<file path="src/rtl/seq_adder_pkg.sv">
// Shared types and constants for the nibble-serial adder controller.
package seq_adder_pkg;

  typedef enum logic [1:0] {
    IDLE = 2'b00,
    RUN  = 2'b01,
    DONE = 2'b10
  } state_t;

  localparam int unsigned NIB_W = 4;

endpackage

</file>
<file path="src/rtl/nibble_serial_adder_ctrl_rca4.sv">
// 4-bit ripple-carry adder slice shared across all nibbles of an operation.
module nibble_serial_adder_ctrl_rca4
  import seq_adder_pkg::*;
(
  input  logic [NIB_W-1:0] a,
  input  logic [NIB_W-1:0] b,
  input  logic             cin,
  output logic [NIB_W-1:0] sum_c,
  output logic             cout_c
);

  logic [NIB_W:0] carry;

  // Ripple the carry through four full-adder cells.
  always_comb begin
    carry    = '0;
    sum_c    = '0;
    carry[0] = cin;
    for (int i = 0; i < int'(NIB_W); i++) begin
      sum_c[i]   = a[i] ^ b[i] ^ carry[i];
      carry[i+1] = (a[i] & b[i]) | (carry[i] & (a[i] ^ b[i]));
    end
    cout_c = carry[NIB_W];
  end

endmodule

</file>
<file path="src/rtl/nibble_serial_adder_ctrl.sv">
// Nibble-serial WIDTH-bit adder: one shared 4-bit slice, LS nibble first,
// valid/ready on both sides. Optional subtract mode: SEQ_ADDER_SUB_EN.
module nibble_serial_adder_ctrl
  import seq_adder_pkg::*;
#(
  parameter int unsigned WIDTH = 16
) (
  input  logic             clk,
  input  logic             rst,
  input  logic             in_valid,
  output logic             in_ready,
  input  logic [WIDTH-1:0] a,
  input  logic [WIDTH-1:0] b,
  input  logic             carry_in,
  input  logic             sub,
  output logic             out_valid,
  input  logic             out_ready,
  output logic [WIDTH-1:0] sum,
  output logic             carry_out,
  output logic             overflow
);

  localparam int unsigned NIB   = WIDTH / NIB_W;
  localparam int unsigned IDX_W = $clog2(NIB);

  state_t                      state;
  logic [IDX_W-1:0]            idx;
  logic                        carry_reg;
  logic [NIB-1:0][NIB_W-1:0]   a_reg;
  logic [NIB-1:0][NIB_W-1:0]   b_reg;
  logic [NIB-1:0][NIB_W-1:0]   sum_reg;
  logic [NIB_W-1:0]            a_nib;
  logic [NIB_W-1:0]            b_nib;
  logic [NIB_W-1:0]            s_nib;
  logic                        s_cout;
  logic                        last_nib;

`ifdef SEQ_ADDER_SUB_EN
  logic                        sub_reg;
`else
  logic                        unused_sub;
  assign unused_sub = sub;
`endif

  // Acceptance depends only on state; reset forces not-ready while asserted.
  assign in_ready = (state == IDLE) && !rst;
  assign sum      = sum_reg;
  assign last_nib = (idx == IDX_W'(NIB - 1));

  // Select the current operand nibbles; B is inverted for subtraction.
  always_comb begin
    a_nib = a_reg[idx];
    b_nib = b_reg[idx];
`ifdef SEQ_ADDER_SUB_EN
    if (sub_reg) begin
      b_nib = ~b_reg[idx];
    end
`endif
  end

  nibble_serial_adder_ctrl_rca4 u_rca4 (
    .a      (a_nib),
    .b      (b_nib),
    .cin    (carry_reg),
    .sum_c  (s_nib),
    .cout_c (s_cout)
  );

  // Sequencer: capture operands, walk the nibbles, hold result until taken.
  always_ff @(posedge clk) begin
    if (rst) begin
      state     <= IDLE;
      idx       <= '0;
      carry_reg <= 1'b0;
      a_reg     <= '0;
      b_reg     <= '0;
      sum_reg   <= '0;
      carry_out <= 1'b0;
      overflow  <= 1'b0;
      out_valid <= 1'b0;
`ifdef SEQ_ADDER_SUB_EN
      sub_reg   <= 1'b0;
`endif
    end else begin
      case (state)
        IDLE: begin
          if (in_valid) begin
            a_reg <= a;
            b_reg <= b;
            idx   <= '0;
            state <= RUN;
`ifdef SEQ_ADDER_SUB_EN
            sub_reg   <= sub;
            carry_reg <= sub ? 1'b1 : carry_in;
`else
            carry_reg <= carry_in;
`endif
          end
        end
        RUN: begin
          sum_reg[idx] <= s_nib;
          carry_reg    <= s_cout;
          idx          <= idx + IDX_W'(1);
          if (last_nib) begin
            carry_out <= s_cout;
            overflow  <= (a_nib[NIB_W-1] == b_nib[NIB_W-1]) &&
                         (s_nib[NIB_W-1] != a_nib[NIB_W-1]);
            out_valid <= 1'b1;
            state     <= DONE;
          end
        end
        DONE: begin
          if (out_ready) begin
            out_valid <= 1'b0;
            state     <= IDLE;
          end
        end
        default: begin
          state <= IDLE;
        end
      endcase
    end
  end

endmodule

</file>
<file path="config.mk">
export PLATFORM = sky130hd
export DESIGN_NAME = nibble_serial_adder_ctrl
export DESIGN_NICKNAME = d
export VERILOG_FILES = /design/src/rtl/seq_adder_pkg.sv /design/src/rtl/nibble_serial_adder_ctrl_rca4.sv /design/src/rtl/nibble_serial_adder_ctrl.sv
export SDC_FILE = /design/constraint.sdc
export NUM_CORES = 1
export LEC_CHECK = 0
export BUFFER_PORTS_ARGS = -buffer_cell sky130_fd_sc_hd__buf_2
export CORE_MARGIN = 2
export CORE_UTILIZATION = 48
export CTS_CLUSTER_SIZE = 30
export DETAILED_ROUTE_END_ITERATION = 8
export PLACE_DENSITY = 0.84
export SKIP_LAST_GASP = 1
export SLEW_MARGIN = 20
export SYNTH_ARGS = -nofsm -noshare
export SYNTH_HDL_FRONTEND = slang
export SYNTH_HIERARCHICAL = 1
export SYNTH_SLANG_ARGS = --single-unit
</file>
<file path="constraint.sdc">
create_clock -name clk -period 3.24 [get_ports clk]
set_input_delay 0.648 -clock clk [delete_from_list [all_inputs] [get_ports clk]]
set_output_delay 0.648 -clock clk [all_outputs]
set_load 0.01 [all_outputs]
</file>
==> results.toml, run 1 <==
[logic_synthesis]
syn_area_per_cell_sq_um = 8.50
syn_nets = 331
synth_area_leaders = "dfxtp_1 (46%), nand2_1 (13%), a21oi_1 (11%), mux4_1 (6.5%), nand3_1 (4.1%)"
synth_cell_types = 23
ys_ff_latch = 56
synth_top_area_cell = "dfxtp_1"
synth_top_area_share = 0.463
syn-cell-area_sq_um = 2420
syn_inst = 285
yosys_warnings = 6
synth-seq-area-share = 0.463

[routing]
drt-initial-drc-count = 127
detail_route.first_pass.iterations = 5
routed.top_layer = "met4"
vias_per_cell = 4.98
ant_nets = 0
drcViolationCount = 0
met3WireLength_microns = 230
dr_wl_met2_microns = 2440
wl_per_cell_microns = 12.4
wl_microns = 5000
routed-via-count = 2008
wirelength_met1_microns = 2290

[place]
post_dp_cell_area_sq_um = 2760
dp_hpwl_microns = 3540
globalplace.congestion = 0.821
post-place-ws_ns = 0.0459
portBuffers = 56
dp_cells = 395

[finish]
final_cells = 403
final_common_cell = "nand2_1"
mostFrequentLayoutCells = "nand2_1 (85), buf_2 (56), a21oi_1 (55), dfxtp_1 (55), nand3_1 (20)"
fin_util = 0.596
design_area_sq_um = 2850
antennaDiodeCount = 0
drive_gt1_frac = 0.229
area_growth_pct = 17.6
final_nets = 381

[clocking]
clockBufferDepth = 2
tritoncts = "built"
cts_sinks = 56
hold_buffers = 0
numCtsBuffers = 5
clk_pin_slew_worst_paths_ns = 0.09
post_cts_resized = 0
post_cts_buffers = 0
htreeDepth = 2
worstSkewPairLatency_ns = 0.30
cts-root-buf = "clkbuf_8"

[timing]
clock_skew_ns = 0.00595
maxSlewViolCount = 0
slew_headroom = 0.563
setup_viol = 0
worstMarginPinSlew_ns = 0.655
min_period_over_period = 0.952
grt_setup_unrepaired = "no"
setup_tns_ns = 0
fmax_mhz = 324
final.setup.worst_slack_ns = 0.155
fin_hold_ws_ns = 0.455
timing.final.crit_period_ns = 3.08
finalHoldViolations = 0

[min_path]
hp-class = "reg2reg"

[run]
max_cap_violations = 0

[power_and_ir_drop]
power.switching_mw = 0.336
p_int_mw = 0.970
p_leak_nw = 1.18
vdd_drop_max_v = 0.000252
p_per_area_nw_per_um2 = 458
finalPower_mw = 1.31
combinationalPowerShare = 0.136
pwr-share-clk = 0.299
pwr-share-seq = 0.566
swShare = 0.257

[run_status]
status = "complete, no violations"

[global_routing]
grt_usage = 0.190
grt_max_degree = 57
grt_pass1_wl_microns = 8250
antenna_found_initial = 0
grt_pass1_vias = 1803
gr-total-overflow = 0

[critical_path]
cp-end-kind = "register"
required_ns = 3.44
arrival_ns = 3.28
critical_path.max_fanout = 5
worstSetupPathType = "reg2reg"
start_kind = "register"

[floorplanning]
die_w_microns = 75.1
core.rowCount = 25
initial_core_util = 0.506
core_area_sq_um = 4790
io_pins = 58
dieHeight_microns = 75.1
dieArea_sq_um = 5630
## cell families (layout without fill, tap and decap cells)
family | count (synthesis) | after routing | share of synthesized area
DFF | 56 | 56 | 0.463
muxes | 9 | 9 | 0.0878
adders and majority gates | 8 | 8 | 0.0537
AOI/OAI and AO/OA | 58 | 58 | 0.122
buffers and inverters | 35 | 86 | 0.0594
and+or+nand+nor | 119 | 119 | 0.214
## routing by layer
metal  vias up  track usage
li1       1050            -
met1       899        0.255
met2        55        0.319
met3         4       0.0402
met4         0       0.0357
met5         -            0
## critical path: stages, from the launching register on
cell,delay [ns]
dfxtp_2,0.40
mux4_1,0.60
fa_1,0.39
inv_1,0.08
fa_1,0.16
inv_1,0.05
fa_1,0.35
inv_1,0.07
fa_1,0.40
inv_1,0.08
inv_1,0.05
and3_1,0.14
o31a_1,0.22
## synthesized netlist by cell type, drive strengths merged
cell / number
nand3: 20
nand2b: 1
a21oi: 55
nand3b: 4
mux2i: 1
buf: 5
mux4: 8
fa: 4
dfxtp: 56
o31a: 1
ha: 4
a22oi: 1
or3b: 2
clkbuf: 15
inv: 15
and3: 1
o21ai: 1
nor3b: 1
nor3: 3
nand2: 85
nor2b: 2
## layout make-up
type	count	area, sq um
repair buffers	63	333
fillers	465	1940
flip-flops and latches	56	1120
clock buffers	7	86.3
inverters	15	56.3
well taps	67	83.8
clock inverters	1	7.51
multi-input cells	194	1160
## power groups by stage
stage / combinational (mW) / clock [mW] / sequential, mW
6_report: 0.177 / 0.390 / 0.739
5_1_grt: 0.201 / 0.431 / 0.743
4_1_cts: 0.178 / 0.403 / 0.738
3_5_place_dp: 0.178 / 0 / 0.754
3_3_place_gp: 0.173 / 0 / 0.752
2_1_floorplan: 0.120 / 0 / 0.748
## worst paths after layout
check | startpoint | endpoint | slack (ns) | cells after the start
setup reg to reg | idx[0] | overflow | 0.16 | 12
setup / recovery | idx[0] | overflow | 0.16 | 12
hold reg to reg | a_reg[11] | a_reg[11] | 0.46 | 2
hold / removal | a_reg[11] | a_reg[11] | 0.46 | 2
Note: power is estimated with default switching activity, not from simulation.
==> run 2, diff against run 1 <==
--- a/config.mk
+++ b/config.mk
@@ -6,7 +6,6 @@
 export NUM_CORES = 1
 export LEC_CHECK = 0
 export BUFFER_PORTS_ARGS = -buffer_cell sky130_fd_sc_hd__buf_2
-export CORE_MARGIN = 2
 export CORE_UTILIZATION = 48
 export CTS_CLUSTER_SIZE = 30
 export DETAILED_ROUTE_END_ITERATION = 8
==> run 2 against run 1 <==
  * Register-to-register slack got worse by 0.03 ns
  * Cell count fell by 0.50%
  * Global-route usage rose by 0.84 points
  * Via count fell by 0.15%
  * Critical endpoint unchanged
  * Largest cell class unchanged
  * Highest routed layer unchanged
==> results.toml, run 2 (synthesis results as in run 1) <==
[finish]
final_cells = 401
design_area_sq_um = 2830
final_nets = 380
drive_gt1_frac = 0.228
final_common_cell = "nand2_1"
mostFrequentLayoutCells = "nand2_1 (85), buf_2 (56), a21oi_1 (55), dfxtp_1 (55), nand3_1 (20)"
antennaDiodeCount = 0
area_growth_pct = 16.6

[power_and_ir_drop]
p_leak_nw = 1.17
vdd_drop_max_v = 0.000277
p_per_area_nw_per_um2 = 451

[timing]
timing.final.crit_period_ns = 3.11
fmax_mhz = 321
slew_headroom = 0.534
min_period_over_period = 0.961
maxSlewViolCount = 0
finalHoldViolations = 0
setup_tns_ns = 0
grt_setup_unrepaired = "no"
clock_skew_ns = 0.00655
worstMarginPinSlew_ns = 0.700
setup_viol = 0
fin_hold_ws_ns = 0.455
final.setup.worst_slack_ns = 0.128

[routing]
wl_per_cell_microns = 12.5
routed.top_layer = "met4"
dr_wl_met2_microns = 2390
met3WireLength_microns = 191
detail_route.first_pass.iterations = 4
vias_per_cell = 5.00
drcViolationCount = 0
ant_nets = 0
wirelength_met1_microns = 2390
routed-via-count = 2005
wl_microns = 5010
drt-initial-drc-count = 106

[critical_path]
cp-end-kind = "register"
required_ns = 3.44
slowest_stage = "mux4_2"
arrival_ns = 3.31
critical_path.max_fanout = 5
start_kind = "register"
crit_family = "adder cells"
crit_top_cell = "inv_1"
worstSetupPathType = "reg2reg"
max_stage_delay_ns = 0.53
crit_buf_inv = 5
cp_cell_sequence = "mux4_2 > fa_1 > inv_1 > fa_1 > inv_1 > fa_1 > inv_1 > fa_1 > inv_1 > inv_1 > and3_1 > o31a_1"

[floorplanning]
core_area_sq_um = 4790
io_pins = 58
die_w_microns = 73.1
core.rowCount = 25
dieHeight_microns = 73.1
initial_core_util = 0.506
dieArea_sq_um = 5340

[clocking]
cts-root-buf = "clkbuf_8"
clk_pin_slew_worst_paths_ns = 0.09
htreeDepth = 2
tritoncts = "built"
clockBufferDepth = 2
cts_sinks = 56
numCtsBuffers = 5
worstSkewPairLatency_ns = 0.30

[global_routing]
gr-total-overflow = 0
grt_usage = 0.198
grt_pass1_wl_microns = 8210
grt_max_degree = 57
grt_pass1_vias = 1899
antenna_found_initial = 0

[place]
post-place-ws_ns = -0.0176
dp_cells = 394
portBuffers = 56
dp_hpwl_microns = 3510
post_dp_cell_area_sq_um = 2750
globalplace.congestion = 0.774

[run_status]
status = "complete, no violations"

[min_path]
hp-class = "reg2reg"

[run]
max_cap_violations = 0
==> run 2: cell count changes in the layout (fill, tap and decap cells not counted) <==
| cell | change |
|---|---|
| clkinvlp_4 | -1 |
| buf_4 | -1 |
| clkinv_2 | +1 |
| dfxtp_2 | -1 |
| mux4_1 | -1 |
| clkbuf_8 | -1 |
| dfxtp_4 | +1 |
| mux4_2 | +1 |
==> run 2: worst min-delay path: stages, from the launching register on <==
cell     delay [ns]
dfxtp_1        0.32
nand2_1        0.05
a21oi_1        0.05
==> run 2: worst paths after layout <==
path	start	endpoint	slack, ns	cells past startpoint
worst max-delay path	idx[0]	overflow	0.13	12
worst min-delay path	sum[6]	sum[6]	0.45	2
worst max register to register	idx[0]	overflow	0.13	12
worst min register to register	sum[6]	sum[6]	0.45	2
==> run 2: layer usage <==
metal,GRT usage,up-vias
met3,0.0428,4
met5,0,-
met4,0.0610,0
li1,-,1045
met2,0.340,48
met1,0.249,908
==> run 2: layout make-up <==
type | instances | area (sq um)
Tap cell | 67 | 83.8
Clock inverter | 1 | 5.00
Sequential cell | 56 | 1120
Clock buffer | 6 | 72.6
Timing Repair Buffer | 62 | 325
Inverter | 15 | 56.3
Fill cell | 453 | 1960
Multi-Input combinational cell | 194 | 1160
==> run 2: power breakdown <==
group / switching [mW] / leakage [nW] / internal (mW) / total [mW]
Sequential: 0.0201 / 0.458 / 0.719 / 0.739
Clock: 0.210 / 0.0410 / 0.148 / 0.357
Combinational: 0.102 / 0.671 / 0.0764 / 0.179
==> run 2: metrics by stage <==
stage                      util  power [mW]
after global placement    0.575       0.924
after global routing      0.590        1.34
after floorplan               -       0.869
final                     0.590        1.28
after detailed placement  0.575       0.932
after CTS                 0.591        1.28
==> run 2: repair_timing <==
action / in CTS / in global routing
gates resized for setup: 1 / 3
hold endpoints to repair: 0 / 0
endpoints found under the setup margin: 1 / 2
hold buffers: 0 / 0
buffers inserted: 0 / 0
